**src/rtl/inst_fetch_unit.sv**
```systemverilog
// rtl/inst_fetch_unit.sv - instruction fetch front end with prefetch FIFO
// Owns the PC, drives combinational imem and buffers {inst, pc+4} toward decode.
module inst_fetch_unit #(
   parameter logic [31:0] RESET_PC = 32'd0,
   parameter int          DEPTH    = 2
) (
   input  logic        clk,
   input  logic        rst_n,
   input  logic        branch_taken,
   input  logic [31:0] branch_addr,
   output logic [31:0] imem_adr,
   input  logic [31:0] imem_inst,
   output logic        out_valid,
   input  logic        out_ready,
   output logic [31:0] out_inst,
   output logic [31:0] out_pc_plus4
);

   localparam int PW = (DEPTH > 1) ? $clog2(DEPTH) : 1;
   localparam logic [PW:0] FULL = (PW+1)'(DEPTH);

   logic [31:0]   pc;
   logic [31:0]   pc_next4;
   logic [31:0]   inst_q [DEPTH];
   logic [31:0]   pc4_q  [DEPTH];
   logic [PW-1:0] rd_ptr;
   logic [PW-1:0] wr_ptr;
   logic [PW:0]   count;
   logic          deq;
   logic          fetch_fire;
   logic          unused_adr_bits;

   assign unused_adr_bits = ^branch_addr[1:0];

   assign pc_next4   = pc + 32'd4;
   assign imem_adr   = pc;
   assign out_valid  = (count != '0);
   assign deq        = out_valid & out_ready;
   // A full buffer still fetches when the head leaves this cycle: the slot is reused.
   assign fetch_fire = !branch_taken & ((count != FULL) | deq);

   assign out_inst     = out_valid ? inst_q[rd_ptr] : 32'd0;
   assign out_pc_plus4 = out_valid ? pc4_q[rd_ptr]  : 32'd0;

   always_ff @(posedge clk or negedge rst_n) begin
      if (!rst_n) begin
         pc     <= RESET_PC;
         rd_ptr <= '0;
         wr_ptr <= '0;
         count  <= '0;
      end else if (branch_taken) begin
         pc     <= {branch_addr[31:2], 2'b00};
         rd_ptr <= '0;
         wr_ptr <= '0;
         count  <= '0;
      end else begin
         if (fetch_fire) begin
            pc     <= pc_next4;
            wr_ptr <= wr_ptr + PW'(1);
         end
         if (deq)
            rd_ptr <= rd_ptr + PW'(1);
         if (fetch_fire && !deq)
            count <= count + (PW+1)'(1);
         else if (deq && !fetch_fire)
            count <= count - (PW+1)'(1);
      end
   end

   // Storage is never reset; out_valid gating hides stale contents.
   always_ff @(posedge clk) begin
      if (fetch_fire) begin
         inst_q[wr_ptr] <= imem_inst;
         pc4_q[wr_ptr]  <= pc_next4;
      end
   end

endmodule

```
**config.mk**
```make
export PLATFORM = sky130hd
export DESIGN_NAME = inst_fetch_unit
export DESIGN_NICKNAME = d
export VERILOG_FILES = /design/src/rtl/inst_fetch_unit.sv
export SDC_FILE = /design/constraint.sdc
export NUM_CORES = 1
export LEC_CHECK = 0
export CORE_AREA = 2 2 126 128
export CTS_CLUSTER_SIZE = 40
export DETAILED_ROUTE_END_ITERATION = 10
export DIE_AREA = 0 0 128 130
export GPL_ROUTABILITY_DRIVEN = 0
export PLACE_DENSITY = 0.75
export SYNTH_ARGS = -nofsm -noshare
export SYNTH_HDL_FRONTEND = slang
export SYNTH_SLANG_ARGS = --single-unit
```
**constraint.sdc**
```tcl
create_clock -name clk -period 12.65 [get_ports clk]
set_clock_uncertainty 0.2 [all_clocks]
set_input_delay 3.795 -clock clk [delete_from_list [all_inputs] [get_ports clk]]
set_output_delay 3.795 -clock clk [all_outputs]
set_load 0.05 [all_outputs]
```
After elaboration in Yosys (flattened, before gate mapping). Memories as Yosys holds them, arrays and structs flattened. Cells that the tools add are included. Widths: inputs -> output; s select.

$add $sub $neg: 5. Equality and inequality tests: 1. Multiplexer cells: 13. Bitwise logic cells: 3. Reduce and logical (&&, ||, !) cells: 9.

Operators by type and width (count): $mux 32 (4); $add 32x3->32 const B (1); $mux 1 (6); $mux 2 (3); $reduce_bool 2->1 (3); $logic_not 1->1 (3); $reduce_bool 3->1 (1); $add 1x1->1 const B (2); $add 2x1->2 const B (1); $and 1x1->1 (2); $logic_and 1x1->1 (2); $ne 2x2->1 const B (1); $sub 2x1->2 const B (1); $or 1x1->1 (1).

Flip-flop bits (word level): 36. RAM bits: 128. Bits of input ports: 68. Memories kept: 2.

Memory list: inst_q (words 2, width 32, rd ports 1, clocked after memory_dff 0, wr ports 1, RTL line 24) `logic [31:0] inst_q [DEPTH];`; pc4_q (words 2, width 32, rd ports 1, clocked after memory_dff 0, wr ports 1, RTL line 25) `logic [31:0] pc4_q [DEPTH];`.

Depth between registers and ports, before layout. Gate-level depths: netlist of run 1.

Depth in word-level cells: 9. Depth in mapped cells: 8.

Least setup slack after synthesis of run 1. No wires, ideal clock.

Kind: input to register. Start: in branch_taken. End: mem inst_q[0][0] (enable). Setup time: 0.559 ns. Arrival time: 8.459 ns. Required time: 11.891 ns. Path slack: 3.433 ns. Cell stages on the path: 3. Buffers on the path: 2. Cell sequence: clkbuf_1 > clkbuf_1 > nor3_1.

Word-level cells in the longest chain between the ends: 4.

RTL lines: from (decl) (RTL line 9) `input logic branch_taken,`; $logic_not 1->1 (RTL line 40) `assign fetch_fire = !branch_taken & ((count != FULL) | deq);`; $and 1x1->1 (RTL line 40); $mux 1 (RTL line 72) `if (fetch_fire) begin`; $mux 1 (implied by the code) (RTL line 73) `inst_q[wr_ptr] <= imem_inst;`; to (decl) (RTL line 24).

No other way between the ends.

Worst setup path after layout of run 1.
Start: reg rd_ptr. End: out out_pc_plus4[23].

Word-level cells in the longest chain between the ends: 2.

RTL lines: from (decl) (RTL line 26) `logic [PW-1:0] rd_ptr;`; from (signal assigned) (RTL line 62) `rd_ptr <= rd_ptr + PW'(1);`; $mem_v2 2x32; $mux 32 (RTL line 43) `assign out_pc_plus4 = out_valid ? pc4_q[rd_ptr] : 32'd0;`; to (decl) (RTL line 16) `output logic [31:0] out_pc_plus4`.

No other way between the ends.

==> qor.csv, run 1 <==
metric,value,unit
status,"finished, final reports clean",
Sw Share,30.8,%
Post-DP HPWL,10500,µm
# H-tree levels,4,
CTS tree,built,
Clock Path Buffers,2,
I/O pin count,165,
setup violators final,0,
Area Growth Syn to Fin,33.2,%
Vias,4960,
area of the multi-input gates,2320,µm²
Peak VDD IR,0.0000991,V
Cell variety after synth,40,
"antenna viol nets, final",0,
post-route cell area,9420,µm²
worst-path maximum fanout,63,
Clock Sinks,158,
Avg Inst Size Synth,12.6,µm²
worst hold path cell count,2,
first-pass GRT wire length,25100,µm
FMAX,0.147,GHz
DR WL/cell,17.5,µm
cell count after synthesis,561,
initial DRC count,386,
crit start category,flop,
Worst-Margin Slew,1110,ps
mapped cell area,7080,µm²
postcts setup bufs,0,
Reg power frac,42.3,%
Hold Worst Slack,386,ps
PostCTS Resize Cnt,0,
Tmin final,6810,ps
GRT Total Usage,19.5,%
worst-case reg-to-reg path depth,5,
Clk pwr share,34.3,%
placed cell areas,8800,µm²
crit path kind,flop to primary output,
Max Slew Vio Count,0,
"CTS clk-pin slew, worst paths",60,ps
Hold Buf Count CTS,0,
Slew headroom,25.8,%
Crit path arrival time,2820,ps
vias in the first global route,4943,
port buffer count,158,
worst endpoint required time,8650,ps
ys async rst share,21.5,%
final worst-path cycle share,53.9,%
vias per inst,5.43,
GRT overflow,0,
post-synthesis sequential area ratio,64.7,%
Die Span Y,130,µm
Hold Fails Final Rpt,0,
CP endpoint kind,primary output,
largest net degree at the start of global routing,64,
Leakage,3.26,nW
Setup WS post-layout,5840,ps
ys flop type,edfxtp_1,
unrepaired setup endpoints after global routing,no,
internal power,1.07,mW
switching pwr,0.475,mW
core region area,15400,µm²
Ys Warns,0,
Remaining DRCs,0,
fillers,1216,
Yosys reg bits,158,
Power Dens Cells,164,nW/µm²
row count,46,
Die W,128,µm
CTS Root Cell,clkbuf_16,
FF/Latch Area,4580,µm²
CTS Buf Count,17,
Initial Utilization,45.9,%
combinational power share,23.4,%
Total Routed Length,16000,µm
initial antenna violation count,0,
n_diodes,0,
Pre-antenna DRT Iters,5,
proportion of layout cells with a drive suffix above 1,6.37,%
full die area,16600,µm²
final net count,778,
pre-CTS WS,5710,ps
maxcap violations,0,
min-delay worst type,flop to flop,
number of synthesized flops with an enable pin,124,
total negative slack,0,ps
worst skew pair latency,420,ps
-- routing by layer --
| layer | vias up | part of all wire (%) | global-route usage [%] |
|---|---|---|---|
| met5 | - | 0 | 0 |
| met4 | 0 | 1.7 | 6.33 |
| met3 | 24 | 6.4 | 5.49 |
| met2 | 186 | 48 | 31.7 |
| met1 | 2403 | 44 | 25.5 |
| li1 | 2347 | - | - |
-- metrics by stage --
| step | utilization [%] | total power, mW | cells |
|---|---|---|---|
| 3_5_place_dp | 57.0 | 1.03 | 882 |
| 5_1_grt | 61.1 | 1.60 | 914 |
| 3_3_place_gp | 57.0 | 1.02 | 882 |
| 6_report | 61.1 | 1.54 | 914 |
| 2_1_floorplan | - | 0.893 | 564 |
| 4_1_cts | 61.1 | 1.56 | 914 |
-- power by group through the flow --
stage | clock (mW) | combinational [mW] | sequential [mW]
final | 0.530 | 0.361 | 0.652
after global routing | 0.562 | 0.382 | 0.658
after CTS | 0.539 | 0.364 | 0.652
after detailed placement | 0 | 0.363 | 0.662
after global placement | 0 | 0.359 | 0.660
after floorplan | 0 | 0.217 | 0.676
-- synth_stat cells, types with 14 or more instances --
library cell / count / area share (%)
edfxtp_1: 124 / 53
clkbuf_1: 23 / 1.2
or4_1: 17 / 1.8
nand3_1: 14 / 0.99
o21ai_0: 15 / 1.1
nand2_1: 30 / 1.6
xnor2_1: 18 / 2.2
xor2_1: 23 / 2.8
nor2_1: 92 / 4.9
dfrtp_1: 34 / 12
mux2i_1: 63 / 8.9
-- cell usage in the layout, fill, tap and decap left out, drive strengths merged, types with 6 or more instances in the layout --
cell / count
or3: 7
nand2: 30
a31oi: 12
buf: 6
dfrtp: 34
xor2: 23
nand3: 14
o31ai: 9
nor2: 92
inv: 9
clkdlybuf4s50: 158
edfxtp: 124
mux2i: 63
xnor2: 18
o21ai: 15
nand4: 12
clkbuf: 18
nor3: 12
or4: 18
-- cell type report --
| type | count | area share (%) |
|---|---|---|
| tap | 192 | 2.55 |
| multi-input combinational | 359 | 24.6 |
| inverter | 9 | 0.359 |
| timing repair buffer | 164 | 17.3 |
| sequential | 158 | 48.6 |
| clock buffer | 18 | 4.56 |
| clock inverter | 14 | 2.06 |
-- cells by family (layout without fill, tap and decap cells) --
family | Yosys count | in the layout | share of synthesized area, %
other cells | 1 | 4 | 0.0530
fa+ha+maj | 1 | 1 | 0.177
simple gates | 205 | 205 | 14.2
mux | 63 | 63 | 8.91
flops | 158 | 158 | 64.7
buf+inv | 47 | 205 | 2.92
xor+xnor | 41 | 41 | 5.08
compound gates | 45 | 45 | 4.05
-- state kept, by name, summed over array words and instances, names as in the netlist --
signal and count:
pc4_q 60, wr_ptr 1, rd_ptr 1, imem_adr 30
count 2, inst_q 64
-- worst max-delay path: stages, from the launching register on --
cell and delay, ps:
dfrtp_4 1160, mux2i_1 260, nor2_1 140, clkdlybuf4s50_1 810
-- path summary, 6_finish.rpt --
kind	end	slack (ps)	start
setup / recovery	out_pc_plus4[23]	5840	rd_ptr
hold / removal	wr_ptr	390	wr_ptr
setup reg to reg	imem_adr[24]	9730	imem_adr[3]
hold reg to reg	wr_ptr	390	wr_ptr
max in group asynchronous	rd_ptr	8250	rst_n
min in group asynchronous	imem_adr[29]	3610	rst_n
No activity file was read; power rests on OpenSTA's default activity.
==> inputs of run 2 (changes only) <==
==> constraint.sdc (replaced) <==
create_clock -name clk -period 7.12 [get_ports clk]
set_clock_uncertainty 0.2 [all_clocks]
set_input_delay 2.136 -clock clk [delete_from_list [all_inputs] [get_ports clk]]
set_output_delay 2.136 -clock clk [all_outputs]
set_load 0.05 [all_outputs]
==> qor.csv, run 2 (synthesized netlist as in run 1, its figures left out) <==
metric,value,unit
crit path kind,flop to primary output,
Die W,128,µm
min-delay worst type,flop to flop,
Post-DP HPWL,10700,µm
FMAX,0.193,GHz
Pre-antenna DRT Iters,8,
postcts setup bufs,0,
proportion of layout cells with a drive suffix above 1,6.38,%
Largest register FFs,64,
full die area,16600,µm²
Worst path max stage delay,740,ps
initial DRC count,346,
CTS Root Cell,clkbuf_16,
worst skew pair latency,420,ps
Initial Utilization,45.9,%
port buffer count,158,
Post-Layout Cell Count,913,
CTS Buf Count,17,
Crit path arrival time,2850,ps
highest-count cells in the layout ignoring fill and taps,"clkdlybuf4s50_1, edfxtp_1, nor2_1, mux2i_1, dfrtp_1",
Remaining DRCs,0,
"CTS clk-pin slew, worst paths",60,ps
Tmin final,5180,ps
vias in the first global route,4840,
fillers,1248,
setup violators final,0,
Tot Pwr,2.73,mW
status,"finished, final reports clean",
Power Dens Cells,290,nW/µm²
core region area,15400,µm²
n_diodes,0,
worst-path maximum fanout,39,
GRT overflow,0,
CP bufs+invs,2,
Crit-path slowest cell,clkdlybuf4s50_1,
DR WL/cell,17.6,µm
unrepaired setup endpoints after global routing,no,
first-pass GRT wire length,25000,µm
"Critical Path, Cell by Cell",nor2_4 -> buf_4 -> nor2_1 -> clkdlybuf4s50_1,
worst endpoint required time,4780,ps
Slew headroom,26.1,%
Hold Fails Final Rpt,0,
Die Span Y,130,µm
GRT Total Usage,19.6,%
CTS tree,built,
initial antenna violation count,0,
Area Growth Syn to Fin,33.1,%
FF/Latch Area,4580,µm²
Worst-Margin Slew,1110,ps
PostCTS Resize Cnt,0,
final worst-path cycle share,72.8,%
Hold Worst Slack,431,ps
crit start category,flop,
Clock Sinks,158,
Hold Buf Count CTS,0,
vias per inst,5.42,
Clock Path Buffers,2,
placed cell areas,8800,µm²
I/O pin count,165,
largest net degree at the start of global routing,64,
Total Routed Length,16000,µm
row count,46,
Vias,4944,
"antenna viol nets, final",0,
Top Family by Delay on Critical Path,buffers and inverters,
area of the multi-input gates,2330,µm²
maxcap violations,0,
Largest Register,inst_q,
CP endpoint kind,primary output,
post-route cell area,9410,µm²
total negative slack,0,ps
# H-tree levels,4,
Peak VDD IR,0.000208,V
placed cell count,881,
Max Slew Vio Count,0,
Leakage,3.26,nW
Setup WS post-layout,1940,ps
"most common cell after layout, fill and taps aside",clkdlybuf4s50_1,
Final Core Density,61.0,%
final net count,777,
pre-CTS WS,1990,ps
## run 2: final cells by class
cell class                      count  area share (%)
Timing Repair Buffer              163            17.2
Clock inverter                     14            1.94
Inverter                            9           0.359
Tap cell                          192            2.55
Multi-Input combinational cell    359            24.8
Clock buffer                       18            4.56
Sequential cell                   158            48.6
## run 2: where the power goes
part,leakage (nW),internal [mW],total (mW),switching (mW)
clock network,0.289,0.558,0.928,0.369
logic,1.41,0.227,0.642,0.415
registers,1.56,1.09,1.16,0.0726
## run 2: worst paths after layout
path,slack (ps),depth (start not counted),start,end
worst max-delay path,1940,4,count[0],out_pc_plus4[14]
worst min-delay path,430,2,imem_adr[30],imem_adr[30]
worst max register to register,4280,5,imem_adr[3],imem_adr[14]
worst min register to register,430,2,imem_adr[30],imem_adr[30]
max in group asynchronous,4410,2,rst_n,rd_ptr
min in group asynchronous,1930,2,rst_n,imem_adr[29]
## run 2: worst register-to-register path: cells and delay by family, from the launching register on
| family | cells | cell delay (ps) |
|---|---|---|
| adders and majority gates | 1 | 240 |
| and+or+nand+nor | 3 | 1730 |
| AOI/OAI and AO/OA | 1 | 190 |
| DFF | 1 | 400 |
## run 2: metal layers
metal  GRT usage, %  up-vias  part of all wire [%]
met4           7.11        0                   2.0
met2           31.8      195                    48
met3           5.90       18                   7.2
met1           25.1     2394                    43
li1               -     2337                     -
met5              0        -                     0
